--- config.mk ---
export PLATFORM = sky130hd
export DESIGN_NAME = keypad_scanner
export DESIGN_NICKNAME = d
export VERILOG_FILES = /design/src/rtl/keypad_scanner.sv
export SDC_FILE = /design/constraint.sdc
export NUM_CORES = 1
export LEC_CHECK = 0
export CORE_ASPECT_RATIO = 0.75
export CORE_MARGIN = 3
export CORE_UTILIZATION = 51
export CTS_BUF_LIST = sky130_fd_sc_hd__clkbuf_2 sky130_fd_sc_hd__clkbuf_4 sky130_fd_sc_hd__clkbuf_8
export DETAILED_ROUTE_END_ITERATION = 10
export PLACE_DENSITY = 0.72
export SLEW_MARGIN = 30
export SYNTH_ARGS = -nofsm -noshare
export SYNTH_HDL_FRONTEND = slang
export SYNTH_SLANG_ARGS = --single-unit
--- constraint.sdc ---
create_clock -name clk -period 2.64 [get_ports clk]
set_input_delay 0.528 -clock clk [delete_from_list [all_inputs] [get_ports clk]]
set_output_delay 0.528 -clock clk [all_outputs]
set_load 0.005 [all_outputs]
--- src/rtl/keypad_scanner.sv ---
// Matrix keypad reader: walks one active-low column at a time, debounces a
// single pressed key and reports its code with a one-cycle strobe.
module keypad_scanner #(
  parameter int CLK_DIV        = 1000,
  parameter int DEBOUNCE_SCANS = 4
) (
  input  logic       clk,
  input  logic       reset,
  input  logic [3:0] row,
  output logic [3:0] col_choice,
  output logic [3:0] key_code,
  output logic       key_valid,
  output logic       key_held
);

  localparam int DIV_W = (CLK_DIV > 1) ? $clog2(CLK_DIV) : 1;
  localparam int CNT_W = $clog2(DEBOUNCE_SCANS + 1);
  localparam logic [DIV_W-1:0] DIV_LAST = DIV_W'(CLK_DIV - 1);
  localparam logic [CNT_W-1:0] CNT_LAST = CNT_W'(DEBOUNCE_SCANS - 1);

  typedef enum logic [1:0] {SCAN, DEBOUNCE, HELD} state_t;

  state_t           state_q, state_d;
  logic [3:0]       row_p0, row_p1;
  logic [DIV_W-1:0] div_cnt;
  logic             tick;
  logic [CNT_W-1:0] match_q, match_d;
  logic [CNT_W-1:0] rel_q, rel_d;
  logic [3:0]       cand_q, cand_d;
  logic [3:0]       col_d, code_d;
  logic             valid_d, held_d;
  logic [3:0]       row_low, col_next;
  logic             none, single;
  logic [1:0]       row_idx, col_idx;

  function automatic logic [1:0] onehot_index(input logic [3:0] v);
    logic [1:0] idx;
    idx = 2'd0;
    case (v)
      4'b0010: idx = 2'd1;
      4'b0100: idx = 2'd2;
      4'b1000: idx = 2'd3;
      default: idx = 2'd0;
    endcase
    return idx;
  endfunction

  // Stage p0/p1: two-flop synchronizer for the asynchronous row lines
  always_ff @(posedge clk or posedge reset) begin
    if (reset) begin
      row_p0 <= 4'hF;
      row_p1 <= 4'hF;
    end else begin
      row_p0 <= row;
      row_p1 <= row_p0;
    end
  end

  always_ff @(posedge clk or posedge reset) begin
    if (reset) div_cnt <= '0;
    else       div_cnt <= tick ? '0 : div_cnt + DIV_W'(1);
  end

  always_comb begin
    tick     = (div_cnt == DIV_LAST);
    row_low  = ~row_p1;
    none     = (row_low == 4'h0);
    single   = !none && ((row_low & (row_low - 4'd1)) == 4'h0);
    row_idx  = onehot_index(row_low);
    col_idx  = onehot_index(~col_choice);
    col_next = {col_choice[2:0], col_choice[3]};
  end

  always_comb begin
    state_d = state_q;
    col_d   = col_choice;
    match_d = match_q;
    rel_d   = rel_q;
    cand_d  = cand_q;
    code_d  = key_code;
    valid_d = 1'b0;
    held_d  = key_held;
    if (tick) begin
      case (state_q)
        SCAN: begin
          if (single) begin
            cand_d  = {row_idx, col_idx};
            match_d = CNT_W'(1);
            state_d = DEBOUNCE;
          end else begin
            col_d = col_next;
          end
        end
        DEBOUNCE: begin
          if (single && (row_idx == cand_q[3:2])) begin
            if (match_q == CNT_LAST) begin
              code_d  = cand_q;
              valid_d = 1'b1;
              held_d  = 1'b1;
              rel_d   = '0;
              state_d = HELD;
            end else begin
              match_d = match_q + CNT_W'(1);
            end
          end else begin
            state_d = SCAN;
            col_d   = col_next;
          end
        end
        HELD: begin
          // Any non-idle sample restarts the release count; other columns are never looked at
          if (none) begin
            if (rel_q == CNT_LAST) begin
              held_d  = 1'b0;
              rel_d   = '0;
              state_d = SCAN;
              col_d   = col_next;
            end else begin
              rel_d = rel_q + CNT_W'(1);
            end
          end else begin
            rel_d = '0;
          end
        end
        default: state_d = SCAN;
      endcase
    end
  end

  always_ff @(posedge clk or posedge reset) begin
    if (reset) begin
      state_q    <= SCAN;
      col_choice <= 4'b1110;
      match_q    <= '0;
      rel_q      <= '0;
      cand_q     <= 4'h0;
      key_code   <= 4'h0;
      key_valid  <= 1'b0;
      key_held   <= 1'b0;
    end else begin
      state_q    <= state_d;
      col_choice <= col_d;
      match_q    <= match_d;
      rel_q      <= rel_d;
      cand_q     <= cand_d;
      key_code   <= code_d;
      key_valid  <= valid_d;
      key_held   <= held_d;
    end
  end

endmodule

==> impl_metrics.tcl, run 1 <==
set metrics [dict create \
    critical-path-slowest-cell "sky130_fd_sc_hd__or4_1" \
    finalSetupViolCount 0 \
    clock_insertion_delay_worst_skew_ns 0.29 \
    die_w_um 75.2 \
    commonest_cells_after_routing_fill_and_taps_aside "29 x sky130_fd_sc_hd__dfrtp_1, 18 x sky130_fd_sc_hd__nand2_1, 15 x sky130_fd_sc_hd__clkdlybuf4s50_1" \
    synth_edf_count 0 \
    dp_hpwl_mm 2.33 \
    vias 1252 \
    grt_start_max_net_pins 41 \
    boundaryPins 16 \
    path_clk_slew_ns 0.07 \
    clock_tree_buffer_depth 2 \
    design.die.area_um2 4350 \
    final_design_area_no_fill_um2 2150 \
    first_pass_grt_wire_length_mm 5.53 \
    ys.flop_type "sky130_fd_sc_hd__dfrtp_1" \
    timing.final.crit_share_pct 94.8 \
    reg2reg_depth 5 \
    timing.slew.headroom_pct 56.5 \
    pwr_density_cell_nw_per_um2 560 \
    ys_seq_area_share_pct 55.4 \
    chipHeight_um 57.9 \
    clock_sink_count 40 \
    worstHoldEndpoint "row_p1[2]" \
    synthesis.nets 171 \
    timing.final.ws_setup_ns 0.136 \
    post_cts_buffers 0 \
    power.leakage_uw 0.000953 \
    critPathMaxFanout 7 \
    fmaxAchievable_mhz 399 \
    areaGrowthSynthToFinish_pct 17.2 \
    synth_area_per_cell_um2 11.4 \
    peakVddDrop_mv 0.475 \
    synth_top_area_cells "sky130_fd_sc_hd__dfrtp_1 40%, sky130_fd_sc_hd__dfstp_2 16%, sky130_fd_sc_hd__nand2_1 3.7%, sky130_fd_sc_hd__mux2_4 3.3%, sky130_fd_sc_hd__o21ai_0 3.0%" \
    post-route-util_pct 63.9 \
    core_um2 3360 \
    worstHoldStart "row_p0[2]" \
    cp_slowest_stage_delay_ns 0.61 \
    drv_cap 0 \
    drive_gt1_share_pct 21.9 \
    dpl_worst_slack_ns 0.155 \
    grt_util_all_layers_pct 17.2 \
    mapped_cells 161 \
    cts_tree "done" \
    worstPathCellList "or3b_2, a21oi_2, o21bai_2, or4_1, mux2_4" \
    hold_depth 0 \
    worstSetupPathType "reg -> reg" \
    first_global_vias 1269 \
    post-synth-top-area-fraction_pct 39.6 \
    ys_warnings 0 \
    crit-reg2reg-capture "key_code[1]" \
    rr_startpoint "row_p1[3]" \
    gpl_congestion 0.814 \
    synthDistinctLibCells 40 \
    ctsHtreeMaxLevel 2 \
    detail_route.wl_per_cell_um 14.4 \
    grt_antenna_before_repair 0 \
    worst_pin_slew_ns 0.635 \
    cts-buffers-inserted 5 \
    vias_per_cell 5.61 \
    dp.cells 215 \
    worst_setup_path_start_kind "flop" \
    synth-async-reset-ratio_pct 100 \
    cp_data_arrival_time_ns 2.68 \
    hp-class "reg -> reg" \
    drt-pass1-iter-count 4 \
    postCtsResizedCells 0 \
    yosys.area.top_type "sky130_fd_sc_hd__dfrtp_1" \
    timing.final.crit_period_ns 2.50 \
    layout.nets 192 \
    overflow 0 \
    finalNonFillerCells 223 \
    portBuffers 15 \
    wl_mm 3.21 \
    placement_cell_area_um2 2020 \
    n_antenna_cell 0 \
    setup.reg_to_reg.worst_slack_ns 0.14 \
    detail_route.drc_violations 0 \
    cts_hold_repair.buffers 0 \
    endpoint_kind "flop" \
    grt_setup_unrepaired "false" \
    outcome "finished, final reports clean" \
    final_hold_viol_count 0 \
    syn_area_um2 1830 \
    clockRootBuffer "sky130_fd_sc_hd__clkbuf_8" \
    ant_nets 0 \
    initial_cell_density_of_the_core_pct 54.5 \
    clock_skews_ns 0.00597 \
    fin_tns_setup_ns 0 \
    synth_seq_cells 40 \
    drt-initial-drc-count 100 \
    floorplan.rows 18 \
    drv_slew 0 \
    critPathRequiredTime_ns 2.82 \
    final_common_cell "sky130_fd_sc_hd__dfrtp_1" \
]
synth_stat cells (3+ instances only):
library cell and count:
sky130_fd_sc_hd__o21ai_0 11, sky130_fd_sc_hd__nor2_1 9, sky130_fd_sc_hd__nand2_1 18, sky130_fd_sc_hd__mux2_4 4, sky130_fd_sc_hd__nand3_1 10, sky130_fd_sc_hd__dfrtp_1 29
sky130_fd_sc_hd__inv_1 7, sky130_fd_sc_hd__xor2_1 6, sky130_fd_sc_hd__dfstp_2 11, sky130_fd_sc_hd__mux2_2 4, sky130_fd_sc_hd__xnor2_1 4, sky130_fd_sc_hd__ha_1 4
sky130_fd_sc_hd__a21oi_1 4, sky130_fd_sc_hd__mux2i_1 3, sky130_fd_sc_hd__buf_6 3
per-stage QoR:
stage | total power (uW) | hold WS, ns
floorplan | 664 | 0.345
global placement | 673 | 0.346
detailed placement | 676 | 0.347
CTS | 1210 | 0.359
global route | 1250 | 0.362
finish | 1200 | 0.357
layer usage:
layer | wire [um] | GRT usage [%] | vias to the layer above
met5 | 0 | 0 | -
met4 | 51 | 7.48 | 0
met3 | 143 | 5.72 | 4
met2 | 1510 | 25.6 | 35
met1 | 1510 | 23.1 | 605
li1 | - | - | 608
worst max path at each step:
stage | startpoint | endpoint | slack [ns] | cells past startpoint
6_report | row_p1[3] | key_code[1] | 0.14 | 5
2_1_floorplan | row_p1[1] | key_code[0] | 0.32 | 7
3_5_place_dp | row_p1[3] | key_code[2] | 0.15 | 5
3_3_place_gp | row_p1[1] | key_code[3] | 0.23 | 5
5_1_grt | row_p1[1] | key_code[1] | 0.002 | 5
4_1_cts | row_p1[3] | key_code[1] | 0.14 | 5
flip-flops by register name, indices dropped and copies added (netlist names):
| name | count |
|---|---|
| div_cnt | 10 |
| cand_q | 4 |
| col_choice | 4 |
| key_code | 4 |
| row_p0 | 4 |
| row_p1 | 4 |
| match_q | 3 |
| rel_q | 3 |
| state_q | 2 |
| key_held | 1 |
| key_valid | 1 |
cells by family (layout without fill, tap and decap cells):
group | Yosys count | count (layout) | synth area share [%]
buf+inv | 12 | 34 | 3.69
mux | 11 | 11 | 7.38
simple gates | 56 | 56 | 15.9
xor+xnor | 10 | 10 | 4.78
compound gates | 28 | 28 | 10.0
fa+ha+maj | 4 | 4 | 2.73
flops | 40 | 40 | 55.4
worst max-delay path: cells and delay by family (launching register included):
| family | cells | cell delay, ns |
|---|---|---|
| multiplexers | 1 | 0.36 |
| AND/OR/NAND/NOR | 2 | 1.10 |
| flip-flops | 1 | 0.59 |
| AO/OA/AOI/OAI | 2 | 0.34 |
layout make-up:
class                      count  area (um^2)
tap                           40         50.0
clock buffer                   7         96.3
clock inverter                 1         30.0
timing repair buffer          19          180
fill                         254         1210
sequential                    40         1010
inverter                       7         26.3
multi-input combinational    109          748
power breakdown:
part | internal, uW | switching (uW)
Sequential | 624 | 6.72
Clock | 333 | 204
Combinational | 14.1 | 18.9
Total | 972 | 230
No activity file was read; power rests on OpenSTA's default activity.
==> run 2, diff against run 1 <==
- SKIP_LAST_GASP: default -> 1
==> results of run 2 <==
Final layout, timing and power as in run 1 (identical DEF).
